### config.mk
export PLATFORM = sky130hd
export DESIGN_NAME = jk_mod_counter
export DESIGN_NICKNAME = d
export VERILOG_FILES = /design/src/rtl/jk_pkg.sv /design/src/rtl/jk_cell.sv /design/src/rtl/jk_mod_counter.sv
export SDC_FILE = /design/constraint.sdc
export NUM_CORES = 1
export LEC_CHECK = 0
export BUFFER_PORTS_ARGS = -buffer_cell sky130_fd_sc_hd__buf_2
export CORE_MARGIN = 2
export CORE_UTILIZATION = 45
export CTS_BUF_LIST = sky130_fd_sc_hd__clkbuf_8
export CTS_CLUSTER_SIZE = 8
export DETAILED_ROUTE_END_ITERATION = 10
export GPL_TIMING_DRIVEN = 0
export PLACE_DENSITY = 0.74
export SLEW_MARGIN = 5
export SYNTH_ARGS = -nofsm -noshare
export SYNTH_HDL_FRONTEND = slang
export SYNTH_SLANG_ARGS = --single-unit
### constraint.sdc
create_clock -name clk -period 2.18 [get_ports clk]
set_input_delay 0.109 -clock clk [delete_from_list [all_inputs] [get_ports clk]]
set_output_delay 0.109 -clock clk [all_outputs]
set_load 0.1 [all_outputs]
### src/rtl/jk_pkg.sv
// Shared constants for the JK-based counter family: operation modes and
// the {J,K} excitation codes understood by a single JK cell.
package jk_pkg;

    // Operation select for jk_mod_counter
    localparam logic [1:0] MODE_HOLD = 2'b00;
    localparam logic [1:0] MODE_UP   = 2'b01;
    localparam logic [1:0] MODE_DOWN = 2'b10;
    localparam logic [1:0] MODE_LOAD = 2'b11;

    // {J,K} excitation codes
    localparam logic [1:0] JK_HOLD   = 2'b00;
    localparam logic [1:0] JK_RESET  = 2'b01;
    localparam logic [1:0] JK_SET    = 2'b10;
    localparam logic [1:0] JK_TOGGLE = 2'b11;

endpackage

### src/rtl/jk_cell.sv
// One JK storage bit, updated on the falling clock edge, with an
// asynchronous active-low clear and a complementary output.
module jk_cell
    import jk_pkg::*;
(
    input  logic clk,
    input  logic reset_n,
    input  logic j,
    input  logic k,
    output logic q,
    output logic qn
);

    logic q_q;
    logic q_d;

    // Characteristic equation of the JK bit, selected by the {J,K} code
    always_comb begin
        // NOTE: default first so every path assigns q_d and no latch is inferred.
        q_d = q_q;
        case ({j, k})
            JK_HOLD:   q_d = q_q;
            JK_RESET:  q_d = 1'b0;
            JK_SET:    q_d = 1'b1;
            JK_TOGGLE: q_d = ~q_q;
            default:   q_d = q_q;
        endcase
    end

    // State register: falling edge, asynchronous clear
    always_ff @(negedge clk or negedge reset_n) begin
        // NOTE: non-blocking so all cells sample the old state on the same edge.
        if (!reset_n) begin
            q_q <= 1'b0;
        end else begin
            q_q <= q_d;
        end
    end

    assign q  = q_q;
    assign qn = ~q_q;

endmodule

### src/rtl/jk_mod_counter.sv
// Modulo-MODULUS counter built from WIDTH JK cells in toggle excitation.
// The next value is computed as a binary number, and each cell is told to
// toggle exactly where that value differs from the current count.
module jk_mod_counter
    import jk_pkg::*;
#(
    parameter int WIDTH   = 4,
    parameter int MODULUS = 10
) (
    input  logic             clk,
    input  logic             reset_n,
    input  logic             en,
    input  logic [1:0]       mode,
    input  logic [WIDTH-1:0] load_val,
    output logic [WIDTH-1:0] Q,
    output logic [WIDTH-1:0] Qnot,
    output logic             tc,
    output logic             wrapped,
    output logic             load_err
);

    // Refuse to elaborate with a width or modulus the counter cannot honour
    if (WIDTH < 1 || WIDTH > 16 || MODULUS < 2 || MODULUS > (1 << WIDTH)) begin : g_bad_params
        $error("jk_mod_counter: WIDTH must be 1..16 and MODULUS 2..2**WIDTH");
    end

    // Highest legal count; MODULUS-1 always fits in WIDTH bits.
    localparam logic [WIDTH-1:0] Q_MAX = WIDTH'(MODULUS - 1);
    // MODULUS itself may equal 2**WIDTH, so the range test needs one extra bit.
    localparam logic [WIDTH:0]   MOD_EXT = (WIDTH + 1)'(MODULUS);

    logic [WIDTH-1:0] n;
    logic [WIDTH-1:0] toggle;
    logic             wrapped_d;
    logic             load_err_d;
    logic             wrapped_q;
    logic             load_err_q;

    // Next count value plus the wrap/clamp events it implies
    always_comb begin
        n          = Q;
        wrapped_d  = 1'b0;
        load_err_d = 1'b0;
        if (en) begin
            case (mode)
                MODE_UP: begin
                    if (Q == Q_MAX) begin
                        n         = '0;
                        wrapped_d = 1'b1;
                    end else begin
                        n = Q + 1'b1;
                    end
                end
                MODE_DOWN: begin
                    if (Q == '0) begin
                        n         = Q_MAX;
                        wrapped_d = 1'b1;
                    end else begin
                        n = Q - 1'b1;
                    end
                end
                MODE_LOAD: begin
                    if ({1'b0, load_val} >= MOD_EXT) begin
                        n          = Q_MAX;
                        load_err_d = 1'b1;
                    end else begin
                        n = load_val;
                    end
                end
                default: n = Q;
            endcase
        end
    end

    // Toggle excitation: J = K = 1 only on bits that must change
    assign toggle = Q ^ n;

    for (genvar i = 0; i < WIDTH; i++) begin : g_cell
        jk_cell u_cell (
            .clk     (clk),
            .reset_n (reset_n),
            .j       (toggle[i]),
            .k       (toggle[i]),
            .q       (Q[i]),
            .qn      (Qnot[i])
        );
    end

    // One-cycle event flags, registered alongside the count
    always_ff @(negedge clk or negedge reset_n) begin
        if (!reset_n) begin
            wrapped_q  <= 1'b0;
            load_err_q <= 1'b0;
        end else begin
            wrapped_q  <= wrapped_d;
            load_err_q <= load_err_d;
        end
    end

    assign wrapped  = wrapped_q;
    assign load_err = load_err_q;

    // Terminal count: the next counting edge will wrap
    assign tc = en & (((mode == MODE_UP) & (Q == Q_MAX)) |
                      ((mode == MODE_DOWN) & (Q == '0)));

endmodule

=== Word level (Yosys, flattened, before mapping) ===
Cells that the tools add are included.

* Add/subtract/negate cells: 2
* Magnitude comparators: 1
* Equality and inequality tests: 16
* Muxes and demuxes: 16
* Bitwise gates (word level): 9
* Reduce and logical (&&, ||, !) cells: 5

{| class="wikitable"
|+ Operator list
! kind !! number
|-
| $eq A2 B2 Y1 const B || 10
|-
| $mux W4 || 4
|-
| $pmux W1 S3 || 4
|-
| $pmux W4 S3 || 1
|-
| $eq A2 B1 Y1 const B || 5
|-
| $logic_not A2 Y1 || 4
|-
| $mux W1 || 6
|-
| $add A4 B1 Y4 const B || 1
|-
| $eq A4 B4 Y1 const B || 1
|-
| $ge A4 B4 Y1 const B || 1
|-
| $logic_not A4 Y1 || 1
|-
| $not A1 Y1 || 4
|-
| $sub A4 B1 Y4 const B || 1
|-
| $xor A4 B4 Y4 || 1
|-
| $and A1 B1 Y1 || 3
|-
| $pmux W1 S2 || 1
|-
| $or A1 B1 Y1 || 1
|}

* Register bits: 6
* Output and inout bits: 11
* Word-level logic and storage cells: 55

=== Longest topological paths before layout ===
* Depth after elaboration: 7
* Gate-level depth with buffers: 8
* Mapped depth without buffers: 8

=== Modules after synthesis ===
From an unflattened synthesis, not the netlist that was laid out.

* Cell total of the unflattened synthesis: 72
* Area, all modules: 620.6 µm²

{| class="wikitable"
|+ Modules (own cells, without submodules)
! module !! times used !! cells each !! area an instance (µm²) !! seq. area each (µm²)
|-
| jk_mod_counter || 1 || 56 || 470.5 || 50.0
|-
| jk_cell || 4 || 4 || 37.5 || 25.0
|}

==> metrics.md <==
| Metric | Value |
|---|---|
| Outcome | `finished, violations left` |
| Failing checks | `negative setup slack` |
| Worst path required time | `1170 ps` |
| Vias per cell | `5.992` |
| Iter 0 DRT Violations | `43` |
| Avg Cell Area, Syn | `9.367 um^2` |
| Reg-to-Reg End | `g_cell[1].u_cell.q` |
| DR pass1 iterations | `4` |
| Top Family by Delay on Critical Path | `adder cells` |
| Port Buffers | `19` |
| Number of buffers created by CTS | `3` |
| Slowest CP cell | `mux2_2` |
| Final ANT Viol Nets | `0` |
| Worst-path fanout max | `5` |
| Core Area | `1471 um^2` |
| Crit Path Category | `input port to flip-flop` |
| Hold Path End | `g_cell[1].u_cell.q` |
| Worst-path cell chain | `buf_12 > ha_1 > nand2b_1 > a21oi_1 > a222oi_1 > o22ai_1 > ha_1 > mux2_2` |
| Largest family of logic cells by synthesized area | `compound AO/OA/AOI/OAI gates` |
| Vias | `773` |
| First-pass GRT wire length | `3484 um` |
| CP peak stage delay | `320 ps` |
| Final WL | `2437 um` |
| CP endpoint kind | `flip-flop` |
| # fillers | `67` |
| CTS Buffer Depth | `2` |
| Most used cell, CP | `ha_1` |
| Worst reg2reg path startpoint | `g_cell[0].u_cell.q` |
| Post-Syn Instances | `74` |
| # rows | `14` |
| Worst clock skew | `0.4724 ps` |
| Largest net degree at the start of global routing | `11` |
| P_leak | `0.6054 nW` |
| Placed cell area | `874.6 um^2` |
| Max-Cap Viols | `0` |
| Mux contribution to synthesized area | `7.942%` |
| Compound-cell area share of the yosys netlist | `23.47%` |
| Cell Count, Final, Fillers Out | `129` |
| GPL Wtd Cong | `0.7865` |
| Clock transition at path regs | `30 ps` |
| Design area | `1291 um^2` |
| P per Cell Area | `1414 nW/um^2` |
| Synth Warn # | `0` |
| HPWL after detailed placement | `1210 um` |
| Worst-Margin Slew | `355.6 ps` |
| Initial Util | `47.11%` |
| Synth Area in Simple Gates | `12.45%` |
| Setup WS post-layout | `-624.3 ps` |
| Worst path buffer plus inverter count | `1` |
| Internal power | `0.9253 mW` |
| # hold bufs at CTS | `0` |
| # diodes | `0` |
| Width of the die | `43.25 um` |
| Fin. Hold Viols | `0` |
| Layout Nets | `135` |
| WHS Path Cells | `2` |
| Yosys reg bits | `6` |
| Final Slew Violations | `0` |
| Area grow syn2layout | `86.28%` |
| Crit path launch type | `input port` |
| Clock latency on the worst-skew pair | `240 ps` |
| R2r worst-path depth | `10` |
| WHS | `607.1 ps` |
| Slew headroom | `76.21%` |
| Die ar. | `1870 um^2` |
| Initial antenna violation count | `0` |
| Share of layout cells above drive strength 1 | `61.95%` |
| Placed insts | `109` |
| Clock share of power | `8.8%` |
| R2r setup slk | `-400 ps` |
| RSZ-0062 raised after global routing | `yes` |
| Xor/xnor share of the synthesized area | `0%` |
| Post-Synth Adder-Cell Area | `19.86%` |
| Pre-CTS WS | `-1002 ps` |
| Global Route Usage Sum | `25.57%` |
| Gr ovfl total | `0` |
| Number of enable flip-flop cells after synthesis | `0` |
| Prevailing post-synth register cell | `dfrtn_1` |
| Clk sinks | `6` |
| VDD IR max | `1.536 mV` |
| Mapped cell area | `693.2 um^2` |
| Sequential power share | `9.7%` |
| Final Util | `87.76%` |
| Hold Crit Class | `flip-flop to flip-flop` |
| Count of cell types in the netlist | `33` |
| Asr flop ratio synth | `100.0%` |
| Net switching share of the total power | `49.32%` |
| Die Span Y | `43.25 um` |
| DR WL/cell | `18.89 um` |
| Most frequent cells in the layout | `buf_4, buf_6, buf_12` |
| CTS tree | `done` |
| Crit path DAT | `1800 ps` |
| Gate power share | `81.6%` |
| IO Pins | `20` |
| Post-synthesis sequential area ratio | `21.66%` |
| Syn_nets | `94` |
| Switching power | `0.9006 mW` |
| Vias in the first global route | `765` |
| DRC Markers | `0` |
| Commonest non-fill, non-tap cell in the layout | `buf_4` |
| Sequential Area | `150.1 um^2` |
| Clock root cell | `clkbuf_8` |
| Hold path start | `g_cell[1].u_cell.q` |
| H-tree levels | `1` |
| Multi-input combinational cell area | `524.3 um^2` |
| Final setup fails | `13` |
==> logic make-up after synthesis <==
kind of cell,Yosys count
compound gates,20
buf+inv,17
simple gates,15
fa+ha+maj,11
flops,6
mux,5
==> layer usage <==
layer | wire, um | vias to the layer above | share of wire (%) | track usage (%)
li1 | - | 343 | - | -
met1 | 931 | 358 | 38 | 32.02
met5 | 0 | - | 0 | 0
met3 | 196 | 13 | 8.0 | 5.106
met2 | 1187 | 59 | 49 | 39.40
met4 | 120 | 0 | 4.9 | 16.36
==> cells in the mapped netlist (all sizes together) (2+ instances only) <==
master	number	area share [%]
a222oi	2	2.9
dfrtn	6	22
o21ai	4	2.9
buf	9	10
nor2	2	1.1
nand2	2	1.1
nand3	3	2.2
inv	8	4.3
o21a	2	2.2
mux2	4	6.5
nand2b	2	2.2
ha	11	20
a31oi	2	4.0
a21oi	3	2.2
==> power groups by stage <==
stage	sequential, mW	clock (mW)	combinational [mW]
3_5_place_dp	0.184	0	0.944
2_1_floorplan	0.187	0	0.809
6_report	0.176	0.160	1.49
3_3_place_gp	0.181	0	0.933
5_1_grt	0.177	0.176	1.55
4_1_cts	0.170	0.164	1.34
==> sequential cells by signal (all words and copies together) (netlist names) <==
signal	cells
wrapped	1
load_err	1
g_cell.u_cell.q	4
==> worst min-delay path, delay by kind of cell (launching register included) <==
family                 cells  cell delay [ps]
buffers and inverters      1              120
muxes                      1              130
DFF                        1              430
==> timing repair <==
item | CTS | global route
setup endpoints to repair | 15 | 13
resized for setup | 61 | 5
buffers inserted | 13 | 6
pin swaps | 3 | 1
==> per-stage QoR <==
stage / setup TNS, ps / power, mW
floorplan: -2466 / 0.9958
global placement: -4870 / 1.114
detailed placement: -5120 / 1.128
CTS: -3194 / 1.674
global route: -4629 / 1.903
finish: -4062 / 1.826
==> final cells by class <==
class	count	area share [%]
buffer	7	5.523
clock buffer	3	3.198
inverter	8	3.876
multi-input combinational	51	40.60
sequential	6	11.63
tap	16	1.550
timing repair buffer	38	33.62
==> worst max path at each step <==
| stage | start | endpoint | slack, ps | cells past startpoint |
|---|---|---|---|---|
| 2_1_floorplan | mode[1] | g_cell[3].u_cell.q | -640 | 8 |
| 3_3_place_gp | mode[1] | g_cell[3].u_cell.q | -950 | 9 |
| 3_5_place_dp | mode[0] | g_cell[3].u_cell.q | -1000 | 8 |
| 4_1_cts | mode[1] | g_cell[3].u_cell.q | -550 | 9 |
| 5_1_grt | mode[0] | g_cell[2].u_cell.q | -720 | 8 |
| 6_report | mode[0] | g_cell[2].u_cell.q | -620 | 8 |
(Power assumes the default switching activity.)
